--- config.mk ---
export PLATFORM = sky130hd
export DESIGN_NAME = alu_exec_ctrl
export DESIGN_NICKNAME = d
export VERILOG_FILES = /design/src/rtl/alu_exec_ctrl_pkg.sv /design/src/rtl/alu_exec_ctrl_exec_regfile.sv /design/src/rtl/alu_exec_ctrl.sv
export SDC_FILE = /design/constraint.sdc
export NUM_CORES = 1
export LEC_CHECK = 0
export BUFFER_PORTS_ARGS = -buffer_cell sky130_fd_sc_hd__buf_2
export CELL_PAD_IN_SITES_DETAIL_PLACEMENT = 1
export CELL_PAD_IN_SITES_GLOBAL_PLACEMENT = 1
export CORE_MARGIN = 2
export CORE_UTILIZATION = 40
export CTS_CLUSTER_SIZE = 8
export DETAILED_ROUTE_END_ITERATION = 8
export PLACE_DENSITY_LB_ADDON = 0.08
export SLEW_MARGIN = 15
export SYNTH_ARGS = -nofsm -noshare
export SYNTH_HDL_FRONTEND = slang
export SYNTH_SLANG_ARGS = --single-unit
export TNS_END_PERCENT = 100
--- constraint.sdc ---
create_clock -name clk -period 2.55 [get_ports clk]
set_clock_uncertainty 0.05 [all_clocks]
set_input_delay 0.1275 -clock clk [delete_from_list [all_inputs] [get_ports clk]]
set_output_delay 0.1275 -clock clk [all_outputs]
set_load 0.01 [all_outputs]
--- src/rtl/alu_exec_ctrl_pkg.sv ---
// Shared definitions for the execute-stage controller: ALU opcodes, FSM
// state encoding, instruction field positions and datapath defaults.
package alu_exec_ctrl_pkg;

    localparam int DATA_W_DEF  = 4;
    localparam int REG_CNT_DEF = 4;

    // Instruction layout, LSB first: nowb, rs, rd, op.
    localparam int OP_W     = 3;
    localparam int NOWB_POS = 0;
    localparam int RS_POS   = 1;

    typedef enum logic [2:0] {
        ALU_ADD = 3'b000,
        ALU_SUB = 3'b001,
        ALU_AND = 3'b010,
        ALU_OR  = 3'b011,
        ALU_XOR = 3'b100,
        ALU_NOT = 3'b101,
        ALU_INC = 3'b110,
        ALU_DEC = 3'b111
    } alu_op_e;

    typedef enum logic [1:0] {
        ST_IDLE = 2'd0,
        ST_EXEC = 2'd1,
        ST_WB   = 2'd2
    } state_e;

    // rd sits directly above rs, op directly above rd.
    function automatic int rd_pos(input int aw);
        return RS_POS + aw;
    endfunction

    function automatic int op_pos(input int aw);
        return RS_POS + 2 * aw;
    endfunction

endpackage

--- src/rtl/alu_exec_ctrl_exec_regfile.sv ---
// Register file for the execute stage: two asynchronous operand read ports,
// one asynchronous debug read port, an external load port and a writeback
// port. When both write ports target the same register, writeback wins.
module exec_regfile
    import alu_exec_ctrl_pkg::*;
#(
    parameter int DATA_W  = DATA_W_DEF,
    parameter int REG_CNT = REG_CNT_DEF,
    localparam int REG_AW = $clog2(REG_CNT)
) (
    input  logic              clk,
    input  logic              rst,
    input  logic [REG_AW-1:0] rd_addr_a,
    output logic [DATA_W-1:0] rd_data_a,
    input  logic [REG_AW-1:0] rd_addr_b,
    output logic [DATA_W-1:0] rd_data_b,
    input  logic [REG_AW-1:0] dbg_addr,
    output logic [DATA_W-1:0] dbg_data,
    input  logic              ld_en,
    input  logic [REG_AW-1:0] ld_addr,
    input  logic [DATA_W-1:0] ld_data,
    input  logic              wb_en,
    input  logic [REG_AW-1:0] wb_addr,
    input  logic [DATA_W-1:0] wb_data
);

    logic [DATA_W-1:0] regs [REG_CNT];

    assign rd_data_a = regs[rd_addr_a];
    assign rd_data_b = regs[rd_addr_b];
    assign dbg_data  = regs[dbg_addr];

    // Storage update; the writeback assignment comes last so it overrides a
    // same-register load in the same cycle.
    always_ff @(posedge clk) begin
        if (rst) begin
            for (int i = 0; i < REG_CNT; i++) begin
                regs[i] <= '0;
            end
        end else begin
            if (ld_en) begin
                regs[ld_addr] <= ld_data;
            end
            if (wb_en) begin
                regs[wb_addr] <= wb_data;
            end
        end
    end

endmodule

--- src/rtl/alu_exec_ctrl.sv ---
// Execute-stage controller sitting upstream of the ALU. Each instruction walks
// IDLE -> EXEC -> WB: operands are registered onto the ALU inputs at accept,
// the ALU outputs are captured at the end of EXEC, and the result and flags
// retire in WB.
// Optional build macro: RETIRE_CNT_EN adds a 16-bit retired-instruction counter.
//
// Handshake: an instruction transfers on a rising edge where instr_valid and
// instr_ready are both high. instr_ready depends only on state and rst, never
// on instr_valid; the source holds instr stable while instr_valid is high and
// not yet accepted.
module alu_exec_ctrl
    import alu_exec_ctrl_pkg::*;
#(
    parameter int DATA_W   = DATA_W_DEF,
    parameter int REG_CNT  = REG_CNT_DEF,
    localparam int REG_AW  = $clog2(REG_CNT),
    localparam int INSTR_W = OP_W + 2 * REG_AW + 1
) (
    input  logic               clk,
    input  logic               rst,
    input  logic               instr_valid,
    output logic               instr_ready,
    input  logic [INSTR_W-1:0] instr,
    output logic [DATA_W-1:0]  alu_a,
    output logic [DATA_W-1:0]  alu_b,
    output logic [OP_W-1:0]    alu_op,
    input  logic [DATA_W-1:0]  alu_result,
    input  logic               alu_carry,
    input  logic               alu_zero,
    input  logic               ld_en,
    input  logic [REG_AW-1:0]  ld_addr,
    input  logic [DATA_W-1:0]  ld_data,
    output logic               flag_c,
    output logic               flag_z,
    output logic               wb_valid,
    output logic [REG_AW-1:0]  wb_addr,
    output logic [DATA_W-1:0]  wb_data,
`ifdef RETIRE_CNT_EN
    output logic [15:0]        retire_cnt,
`endif
    input  logic [REG_AW-1:0]  dbg_sel,
    output logic [DATA_W-1:0]  dbg_data
);

    localparam int RD_POS = rd_pos(REG_AW);
    localparam int OP_POS = op_pos(REG_AW);

    state_e state;
    state_e state_nxt;

    logic              accept;
    logic [OP_W-1:0]   instr_op;
    logic [REG_AW-1:0] instr_rd;
    logic [REG_AW-1:0] instr_rs;
    logic              instr_nowb;
    logic [DATA_W-1:0] rd_val;
    logic [DATA_W-1:0] rs_val;

    logic [REG_AW-1:0] rd_q;
    logic              nowb_q;
    logic [DATA_W-1:0] res_q;
    logic              carry_q;
    logic              zero_q;
    logic              wb_we;

    assign instr_op   = instr[OP_POS +: OP_W];
    assign instr_rd   = instr[RD_POS +: REG_AW];
    assign instr_rs   = instr[RS_POS +: REG_AW];
    assign instr_nowb = instr[NOWB_POS];

    // Gating with rst keeps a reset cycle from accepting or retiring anything.
    assign instr_ready = (state == ST_IDLE) & ~rst;
    assign accept      = instr_valid & instr_ready;
    assign wb_valid    = (state == ST_WB) & ~rst;
    assign wb_we       = wb_valid & ~nowb_q;
    assign wb_addr     = rd_q;
    assign wb_data     = res_q;

    exec_regfile #(
        .DATA_W  (DATA_W),
        .REG_CNT (REG_CNT)
    ) u_regfile (
        .clk       (clk),
        .rst       (rst),
        .rd_addr_a (instr_rd),
        .rd_data_a (rd_val),
        .rd_addr_b (instr_rs),
        .rd_data_b (rs_val),
        .dbg_addr  (dbg_sel),
        .dbg_data  (dbg_data),
        .ld_en     (ld_en),
        .ld_addr   (ld_addr),
        .ld_data   (ld_data),
        .wb_en     (wb_we),
        .wb_addr   (rd_q),
        .wb_data   (res_q)
    );

    // State register.
    always_ff @(posedge clk) begin
        if (rst) begin
            state <= ST_IDLE;
        end else begin
            state <= state_nxt;
        end
    end

    // Next-state logic: one cycle each in EXEC and WB.
    always_comb begin
        state_nxt = state;
        case (state)
            ST_IDLE: if (accept) state_nxt = ST_EXEC;
            ST_EXEC: state_nxt = ST_WB;
            ST_WB:   state_nxt = ST_IDLE;
            default: state_nxt = ST_IDLE;
        endcase
    end

    // Datapath: latch operands at accept, capture ALU outputs at end of EXEC,
    // commit flags at end of WB. ALU inputs hold their values otherwise.
    always_ff @(posedge clk) begin
        if (rst) begin
            rd_q    <= '0;
            nowb_q  <= 1'b0;
            alu_a   <= '0;
            alu_b   <= '0;
            alu_op  <= '0;
            res_q   <= '0;
            carry_q <= 1'b0;
            zero_q  <= 1'b0;
            flag_c  <= 1'b0;
            flag_z  <= 1'b0;
        end else begin
            if (accept) begin
                rd_q   <= instr_rd;
                nowb_q <= instr_nowb;
                alu_a  <= rd_val;
                alu_b  <= rs_val;
                alu_op <= instr_op;
            end
            if (state == ST_EXEC) begin
                res_q   <= alu_result;
                carry_q <= alu_carry;
                zero_q  <= alu_zero;
            end
            if (state == ST_WB) begin
                flag_c <= carry_q;
                flag_z <= zero_q;
            end
        end
    end

`ifdef RETIRE_CNT_EN
    // Retired-instruction counter; wraps naturally at 16 bits.
    always_ff @(posedge clk) begin
        if (rst) begin
            retire_cnt <= '0;
        end else if (wb_valid) begin
            retire_cnt <= retire_cnt + 16'd1;
        end
    end
`endif

endmodule

* Word-level counts from Yosys, hierarchy flattened
Memories as Yosys holds them, arrays and structs flattened. A register that Yosys moved wholly into a read port is not among the register bits.
Cells that the tools add are included.
** Storage, ports and cells
- Flip-flop bits (word level) :: 16
- Memory bits (writable) :: 16
- Input bits :: 26
- Output and inout bits :: 25
- Logic and storage cells :: 38
- Memories :: 1
** Operators by class
- Equality and inequality tests :: 3
- Muxes and demuxes :: 16
- Bitwise logic cells :: 6
- Reduce and logical (&&, ||, !) cells :: 3
** Memories
- u_regfile.regs :: depth 4, width 4, rd ports 3, clocked after memory_dff 2, wr ports 4, line alu_exec_ctrl_exec_regfile.sv:27 : logic [DATA_W-1:0] regs [REG_CNT];
** Operators by type and width (number)
- 1-bit two-way mux :: 10
- 4-bit two-way mux :: 2
- 4-bit OR reduction :: 2
- 2-bit two-way mux :: 3
- 1-bit bitwise AND :: 4
- 2-bit one-hot mux with 2 select lines :: 1
- 2-bit by 1-bit equality test with 1-bit output, second input constant :: 1
- 2-bit equality test, second input constant :: 1
- 2-bit logical NOT :: 1
- 2-bit inequality test, second input constant :: 1
- 1-bit NOT :: 2

* Depth between registers and ports, before layout
Gate-level depths: netlist of run 1.
- Depth in word-level cells :: 8
- Mapped depth :: 7
- Gate-level depth less buffers :: 4

* Modules after synthesis
Synthesis of run 1 repeated with hierarchy kept, for this count alone.
** Unflattened totals
- Cell total of the unflattened synthesis :: 166
- Area total of the unflattened synthesis :: 1993.2 um^2
** Modules (own cells, without submodules)
- exec_regfile :: instances 1, cells each 68, area an instance 1132.3 um^2, seq. area each 480.5 um^2
- alu_exec_ctrl :: instances 1, cells each 98, area an instance 860.8 um^2, seq. area each 480.5 um^2

* Worst setup path after synthesis of run 1
No wires, ideal clock.
- Kind :: register to register
- Start :: register state[0]
- End :: memory u_regfile.regs[0][0] (netlist bit) (enable)
- Library setup time :: 0.308 ns
- Data arrival time :: 1.489 ns
- Data required time :: 2.192 ns
- Setup slack :: 0.704 ns
- Stages on the path, launching flop included :: 5
- Path buffers :: 1
- Clock period less this slack :: 1.846 ns
- Cells stage by stage :: dfxtp_1 or4_1 or3b_1 buf_6 nand2_1
** RTL lines
- start: declaration :: line alu_exec_ctrl.sv:48 : state_e state;
- start signal: assignment :: line alu_exec_ctrl.sv:104 : state <= state_nxt;
- end: declaration :: line alu_exec_ctrl_exec_regfile.sv:27

==> results.sh, run 1 <==
export IMPL_status="complete, no violations"
export IMPL_mostFrequentLayoutCells="buf_2 (50), nand2_1 (47), mux2i_1 (24), dfxtp_1 (24), edfxtp_1 (16)"
export IMPL_yosys_area_share_adder_pct=0
export IMPL_track_usage_pct=19.3
export IMPL_grt_pass1_wl_um=7700
export IMPL_clkPwrFrac_pct=31.6
export IMPL_end_kind="flop"
export IMPL_finalPower_mw=1.32
export IMPL_post_cts_buffers=0
export IMPL_finalHoldViolCount=0
export IMPL_p_leak_nw=1.01
export IMPL_critPathMaxStageDelay_ps=570
export IMPL_place_gp_congestion=0.855
export IMPL_num_antenna_cells=0
export IMPL_pwr_share_comb_pct=13.4
export IMPL_synth_edf_count=16
export IMPL_insertion_delay_ps=300
export IMPL_antenna_found_initial=0
export IMPL_slew_viol_final=0
export IMPL_fin_crit_ps=2010
export IMPL_synthSimpleGateAreaFrac_pct=17.0
export IMPL_die_area_um2=5460
export IMPL_synth_cell_types=24
export IMPL_tightest_slew_ps=801
export IMPL_grt_pass1_vias=1533
export IMPL_overflow=0
export IMPL_ys_warn_count=0
export IMPL_max_cap_violations=0
export IMPL_clock_path_buffers=2
export IMPL_path_cells="or4_1 -> or3b_1 -> nand2_1"
export IMPL_initial_core_util_pct=41.4
export IMPL_routed_wl_um=4910
export IMPL_clock_tree_root_cell="clkbuf_8"
export IMPL_synth_compound_area_share_pct=4.09
export IMPL_htreeDepth=2
export IMPL_final_common_cell="buf_2"
export IMPL_via_per_inst=5.20
export IMPL_dieHeight_um=73.9
export IMPL_synth_top_family_by_area="multiplexers"
export IMPL_core_area_um2=4720
export IMPL_fin_crit_sh_pct=78.7
export IMPL_cp_max_fo=6
export IMPL_layout_cells_non_filler=296
export IMPL_synth_flop_cell="dfxtp_1"
export IMPL_path_class="flop to flop"
export IMPL_seq_area_frac_synth_pct=49.1
export IMPL_cts_tree="yes"
export IMPL_critPathLaunchType="flop"
export IMPL_drc=0
export IMPL_synth_nets=207
export IMPL_drt_iter0_markers=76
export IMPL_grt_max_degree=27
export IMPL_p_int_mw=0.978
export IMPL_synth_area_um2=1960
export IMPL_firstDrtPassIters=4
export IMPL_cts_hold_buf=0
export IMPL_synthToLayoutAreaGrowth_pct=19.1
export IMPL_power_switching_mw=0.340
export IMPL_path_clk_slew_ps=80
export IMPL_fmax_ghz=0.498
export IMPL_powerDensity_nw_per_um2=566
export IMPL_postRouteAntennaNets=0
export IMPL_io_buffer_count=50
export IMPL_setup_viol=0
export IMPL_slowest_stage="or4_1"
export IMPL_wire_per_inst_um=16.6
export IMPL_ioPinCount=51
export IMPL_p_sw_share_pct=25.8
export IMPL_relSlewSlack_pct=45.9
export IMPL_async_flop_share_pct=0
export IMPL_synth_area_mux_share_pct=26.1
export IMPL_rsz0062_at_grt="false"
export IMPL_required_ps=2500
export IMPL_cts_repair_resized=0
export IMPL_dp_hpwl_um=3840
export IMPL_clock_sinks=40
export IMPL_fin_util_pct=49.3
export IMPL_nets=254
export IMPL_ys_ff_latch=40
export IMPL_numCtsBuffers=5
export IMPL_die_x_um=73.9
export IMPL_worst_ep_arrival_time_ps=1950
export IMPL_drive_above_1_share_pct=30.6
export IMPL_synthXorXnorAreaFrac_pct=0
export IMPL_min_path_type="primary input to flop"
export IMPL_ir_drop_mv=0.247
export IMPL_num_vias=1539
export IMPL_synthCells=181
export IMPL_dp_cells=288
export IMPL_p_seq_share_pct=55.0
export IMPL_tns_ps=0
export IMPL_post_synth_cell_area_avg_um2=10.8
export IMPL_std_cell_rows=25
cell usage after synthesis (2+ instances only):
cell / number / area (um2)
edfxtp_1: 16 / 480
nand2_1: 47 / 176
nor2_1: 13 / 48.8
nor4bb_1: 2 / 20.0
mux4_2: 12 / 270
nor3_1: 2 / 10.0
nand2b_1: 2 / 12.5
inv_1: 4 / 15.0
mux2i_1: 24 / 240
clkbuf_1: 9 / 33.8
a21oi_1: 14 / 70.1
dfxtp_1: 24 / 480
power by group through the flow:
stage	logic [mW]	clock network, mW	registers (mW)
global route	0.194	0.451	0.729
global placement	0.173	0	0.735
floorplan	0.106	0	0.735
CTS	0.179	0.428	0.725
detailed placement	0.179	0	0.740
finish	0.176	0.416	0.725
per-stage QoR:
step / setup WS [ps] / area (um2) / hold WS (ps)
global route: 491 / 2330 / 23.6
global placement: 643 / 2240 / 310
finish: 543 / 2330 / 7.64
detailed placement: 584 / 2240 / 319
CTS: 552 / 2330 / 5.98
floorplan: 704 / 1960 / 213
registers in the layout, indices dropped and copies added, names as in the netlist:
register,cells
alu_op,3
alu_a,4
state,2
nowb_q,1
alu_b,4
flag_z,1
wb_addr,2
u_regfile.regs,16
wb_data,4
flag_c,1
carry_q,1
zero_q,1
metal layers:
| layer | wire length (um) | part of all wire [%] | vias up | track usage (%) |
|---|---|---|---|---|
| li1 | - | - | 739 | - |
| met1 | 2120 | 43 | 752 | 23.5 |
| met2 | 2520 | 51 | 41 | 32.9 |
| met3 | 184 | 3.7 | 7 | 4.25 |
| met4 | 74 | 1.5 | 0 | 7.88 |
| met5 | 0 | 0 | - | 0 |
critical path: cells and delay by family (launching register included):
kind,cells,cell delay [ps]
simple gates,3,1300
flops,1,360
area by class of cell:
cell class / count / area, um2
timing repair buffer: 51 / 258
inverter: 5 / 18.8
clock inverter: 1 / 8.76
fill: 541 / 2390
tap: 67 / 83.8
multi-input combinational: 125 / 923
sequential: 40 / 961
clock buffer: 7 / 76.3
final timing paths:
path,cells after the start,to,slack (ps),from
worst max-delay path,3,u_regfile.regs[0][2],540,state[0]
worst min-delay path,3,wb_data[1],8,alu_result[1]
worst max register to register,3,u_regfile.regs[0][2],540,state[0]
worst min register to register,2,alu_b[2],400,alu_b[2]
cells by family after synthesis:
| logic type | count (synthesis) |
|---|---|
| compound gates | 15 |
| buf+inv | 16 |
| flops | 40 |
| mux | 36 |
| simple gates | 74 |
Note: power is estimated with default switching activity, not from simulation.
==> run 2, diff against run 1 <==
- CORE_UTILIZATION: 40 -> 36
- clock period: 2.55 -> 1.7 ns (I/O delays scaled with it)
==> results.sh, run 2 (synthesis results as in run 1) <==
export IMPL_status="finished, violations left"
export IMPL_violations="setup timing"
export IMPL_fin_crit_ps=1760
export IMPL_highest_layer="met4"
export IMPL_critPathMaxStageDelay_ps=530
export IMPL_regMostFlops="u_regfile.regs"
export IMPL_initial_core_util_pct=37.8
export IMPL_ioPinCount=51
export IMPL_clock_path_buffers=2
export IMPL_required_ps=1690
export IMPL_clkPwrFrac_pct=30.8
export IMPL_fmax_ghz=0.569
export IMPL_timing_rr_end="u_regfile.regs[0][2]"
export IMPL_powerDensity_nw_per_um2=788
export IMPL_num_antenna_cells=0
export IMPL_grt_pass1_wl_um=8350
export IMPL_routed_wl_um=5150
export IMPL_finalPower_mw=2.02
export IMPL_htreeDepth=2
export IMPL_pwr_share_comb_pct=15.4
export IMPL_insertion_delay_ps=290
export IMPL_cp_max_fo=5
export IMPL_tns_ps=-438
export IMPL_p_sw_share_pct=25.1
export IMPL_tightest_slew_ps=416
export IMPL_clock_sinks=40
export IMPL_std_cell_rows=26
export IMPL_met2WireLength_um=2720
export IMPL_nets=276
export IMPL_wire_per_inst_um=16.0
export IMPL_fin_util_pct=49.5
export IMPL_mostFrequentLayoutCells="buf_2 (50), nand2_1 (46), mux2i_1 (24)"
export IMPL_end_kind="flop"
export IMPL_slew_viol_final=0
export IMPL_antenna_found_initial=0
export IMPL_worst_ep_arrival_time_ps=1750
export IMPL_die_x_um=77.7
export IMPL_power_switching_mw=0.507
export IMPL_largest_reg_flops=16
export IMPL_p_seq_share_pct=53.8
export IMPL_min_path_type="primary input to flop"
export IMPL_drive_above_1_share_pct=35.5
export IMPL_wl_met3_um=200
export IMPL_finalHoldViolCount=0
export IMPL_grt_max_degree=36
export IMPL_numCtsBuffers=5
export IMPL_die_area_um2=6040
export IMPL_dp_hpwl_um=3990
export IMPL_wl_met1_um=2120
export IMPL_ir_drop_mv=0.415
export IMPL_critPathLaunchType="flop"
export IMPL_setup_viol=12
export IMPL_drc=0
export IMPL_core_area_um2=5170
export IMPL_via_per_inst=4.97
export IMPL_relSlewSlack_pct=72.3
export IMPL_p_leak_nw=1.13
export IMPL_synthToLayoutAreaGrowth_pct=30.9
export IMPL_num_vias=1594
export IMPL_place_gp_congestion=0.776
export IMPL_path_class="flop to flop"
export IMPL_max_cap_violations=0
export IMPL_track_usage_pct=17.9
export IMPL_postRouteAntennaNets=0
export IMPL_p_int_mw=1.51
export IMPL_grt_pass1_vias=1684
export IMPL_final_common_cell="buf_2"
export IMPL_path_cells="or4_4 -> or3b_4 -> mux2i_1"
export IMPL_hold_depth=3
export IMPL_hp_start="instr[4]"
export IMPL_io_buffer_count=50
export IMPL_fin_ws_ps=-58.0
export IMPL_cts_tree="yes"
export IMPL_rsz0062_at_grt="true"
export IMPL_path_clk_slew_ps=80
export IMPL_firstDrtPassIters=4
export IMPL_fin_crit_sh_pct=103
export IMPL_overflow=0
export IMPL_r2r_slack_ps=-60
export IMPL_hold_end="wb_addr[1]"
export IMPL_drt_iter0_markers=37
export IMPL_clock_tree_root_cell="clkbuf_8"
export IMPL_dieHeight_um=77.7
export IMPL_slowest_stage="or4_4"
export IMPL_rr_worst_depth=3
export IMPL_rr_startpoint="nowb_q"
==> run 2: through the flow <==
stage               cells  instance area, um2  setup slack [ps]  hold WS [ps]
floorplan             181                1960             -47.7           171
global placement      302                2350              -107           267
detailed placement    302                2350              -151           278
CTS                   321                2550             -44.4          40.6
global route          321                2560             -71.5          35.5
finish                321                2560             -58.0          45.0
==> run 2: per-layer routing <==
layer,global-route usage (%),vias to the layer above
met1,20.2,771
li1,-,778
met5,0,-
met4,6.96,0
met2,32.2,36
met3,4.30,9
==> run 2: worst max path at each step <==
stage	start	end	cells after the start
floorplan	state[0]	u_regfile.regs[1][0]	3
global placement	nowb_q	u_regfile.regs[0][2]	3
detailed placement	nowb_q	u_regfile.regs[0][2]	3
CTS	nowb_q	u_regfile.regs[0][2]	3
global route	nowb_q	u_regfile.regs[0][2]	3
finish	nowb_q	u_regfile.regs[0][2]	3
==> run 2: critical path, delay by kind of cell, from the launching register on <==
family,cells,cell delay [ps]
muxes,1,150
DFF,1,330
and+or+nand+nor,2,980
==> run 2: area by class of cell <==
type	count	area [um2]
clock buffers	7	80.1
clock inverters	1	5.00
fillers	603	2610
inverters	5	21.3
multi-input cells	125	942
flip-flops and latches	40	963
well taps	70	87.6
repair buffers	73	460
==> run 2: repair_timing <==
item / in CTS / in global routing
endpoints found under the hold margin: 10 / 0
hold buffers: 10 / 0
buffers inserted: 1 / 0
resized for setup: 3 / 2
gates cloned: 0 / 0
pin swaps: 1 / 3
endpoints found under the setup margin: 12 / 28
==> run 2: power groups by stage <==
stage / registers, mW / logic, mW / clock network [mW]
after floorplan: 1.10 / 0.161 / 0
after global placement: 1.10 / 0.281 / 0
after detailed placement: 1.11 / 0.291 / 0
after CTS: 1.08 / 0.313 / 0.647
after global routing: 1.09 / 0.338 / 0.696
final: 1.09 / 0.310 / 0.622
==> run 3, diff against run 2 <==
--- a/config.mk
+++ b/config.mk
@@ -11,5 +11,4 @@
 export CORE_MARGIN = 2
 export CORE_UTILIZATION = 36
-export CTS_CLUSTER_SIZE = 8
 export DETAILED_ROUTE_END_ITERATION = 8
 export PLACE_DENSITY_LB_ADDON = 0.08
==> constraint.sdc (replaced) <==
create_clock -name clk -period 1.7 [get_ports clk]
set_clock_uncertainty 0.05 [all_clocks]
set_input_delay 0.34 -clock clk [delete_from_list [all_inputs] [get_ports clk]]
set_output_delay 0.34 -clock clk [all_outputs]
set_load 0.01 [all_outputs]
==> results.sh, run 3 (synthesis results as in run 1) <==
export IMPL_max_cap_violations=0
export IMPL_antenna_found_initial=0
export IMPL_initial_core_util_pct=37.8
export IMPL_mostFrequentLayoutCells="buf_2 (47), nand2_1 (46), mux2i_1 (24)"
export IMPL_num_vias=1602
export IMPL_routed_wl_um=5210
export IMPL_wire_per_inst_um=16.2
export IMPL_track_usage_pct=18.1
export IMPL_firstDrtPassIters=4
export IMPL_grt_pass1_wl_um=8500
export IMPL_setup_viol=12
export IMPL_ioPinCount=51
export IMPL_postPlaceCellArea_um2=2360
export IMPL_tightest_slew_ps=390
export IMPL_io_buffer_count=50
export IMPL_slew_viol_final=0
export IMPL_slowest_stage="mux4_2"
export IMPL_crit_family="multiplexers"
export IMPL_min_path_type="primary input to flop"
export IMPL_die_x_um=77.7
export IMPL_cts_tree="yes"
export IMPL_required_ps=1310
export IMPL_clock_path_buffers=2
export IMPL_core_area_um2=5170
export IMPL_postRouteAntennaNets=0
export IMPL_regMostFlops="u_regfile.regs"
export IMPL_whs_ps=230
export IMPL_dieHeight_um=77.7
export IMPL_clock_tree_root_cell="clkbuf_8"
export IMPL_grt_pass1_vias=1664
export IMPL_dp_hpwl_um=4200
export IMPL_status="finished, violations left"
export IMPL_htreeDepth=2
export IMPL_rsz0062_at_grt="true"
export IMPL_place_gp_congestion=0.814
export IMPL_num_antenna_cells=0
export IMPL_overflow=0
export IMPL_via_per_inst=4.99
export IMPL_finalHoldViolCount=0
export IMPL_insertion_delay_ps=290
export IMPL_fin_ws_ps=-79.2
export IMPL_synthToLayoutAreaGrowth_pct=31.3
export IMPL_final_common_cell="buf_2"
export IMPL_die_area_um2=6040
export IMPL_drt_iter0_markers=51
export IMPL_relSlewSlack_pct=73.6
export IMPL_drive_above_1_share_pct=40.2
export IMPL_critPathBufInv=1
export IMPL_fmax_ghz=0.562
export IMPL_violations="setup timing"
export IMPL_largest_reg_flops=16
export IMPL_fin_area_um2=2570
export IMPL_drc=0
export IMPL_nFillCells=592
export IMPL_tns_ps=-460
export IMPL_clock_sinks=40
export IMPL_path_class="flop to output pin"
export IMPL_path_cells="mux4_2 -> buf_6"
export IMPL_grt_max_degree=16
export IMPL_p_leak_nw=1.14
export IMPL_cp_max_fo=3
export IMPL_path_clk_slew_ps=80
export IMPL_ir_drop_mv=0.322
export IMPL_critPathLaunchType="flop"
export IMPL_nets=276
export IMPL_std_cell_rows=26
export IMPL_fin_crit_sh_pct=105
export IMPL_fin_crit_ps=1780
export IMPL_numCtsBuffers=5
export IMPL_end_kind="output pin"
export IMPL_worst_ep_arrival_time_ps=1390
export IMPL_critPathMaxStageDelay_ps=520
export IMPL_powerDensity_nw_per_um2=846
-- run 3: worst paths after layout --
| path | from | endpoint | slack [ps] | cells past startpoint |
|---|---|---|---|---|
| setup reg to reg | nowb_q | u_regfile.regs[0][1] | -40 | 3 |
| setup / recovery | u_regfile.regs[3][3] | dbg_data[3] | -80 | 2 |
| hold / removal | alu_result[3] | wb_data[3] | 230 | 3 |
| hold reg to reg | alu_b[3] | alu_b[3] | 410 | 2 |
-- run 3: routing by layer --
layer / part of all wire (%) / GRT usage (%) / vias to the layer above
met5: 0 / 0 / -
met4: 0.56 / 5.54 / 0
met3: 3.7 / 3.95 / 4
met2: 53 / 31.3 / 40
met1: 43 / 22.5 / 776
li1: - / - / 782
-- run 3: cell type report --
cell class / instances / area, um2 / share of cell area, %
tap: 70 / 87.6 / 3.41
timing repair buffer: 73 / 442 / 17.2
clock buffer: 6 / 72.6 / 2.83
multi-input combinational: 125 / 947 / 36.9
sequential: 40 / 963 / 37.5
clock inverter: 2 / 35.0 / 1.36
inverter: 5 / 21.3 / 0.828
-- run 3: per-stage QoR --
stage               total power, mW  cells  setup WS [ps]  utilization, %
detailed placement             1.40    305           -211            45.6
global placement               1.38    305           -149            45.6
finish                         2.17    321          -79.2            49.7
CTS                            2.18    319          -85.5            48.9
global route                   2.28    321           -118            49.7
floorplan                      1.26    181          -99.1               -
-- run 3: timing repair --
item | CTS | global route
hold buffers | 0 | 0
resized for setup | 4 | 7
endpoints found under the setup margin | 12 | 23
pin swaps | 2 | 3
setup buffers | 6 | 2
-- run 3: where the power goes --
group / leakage, nW / internal, mW / switching, mW
sequential: 0.361 / 1.05 / 0.0323
combinational: 0.728 / 0.167 / 0.161
clock: 0.0552 / 0.436 / 0.329
total: 1.14 / 1.65 / 0.522
-- run 3: worst reg2reg max path: stages (launching register included) --
cell	delay [ps]
dfxtp_2	320
or4_4	510
or3b_4	450
mux2i_1	150
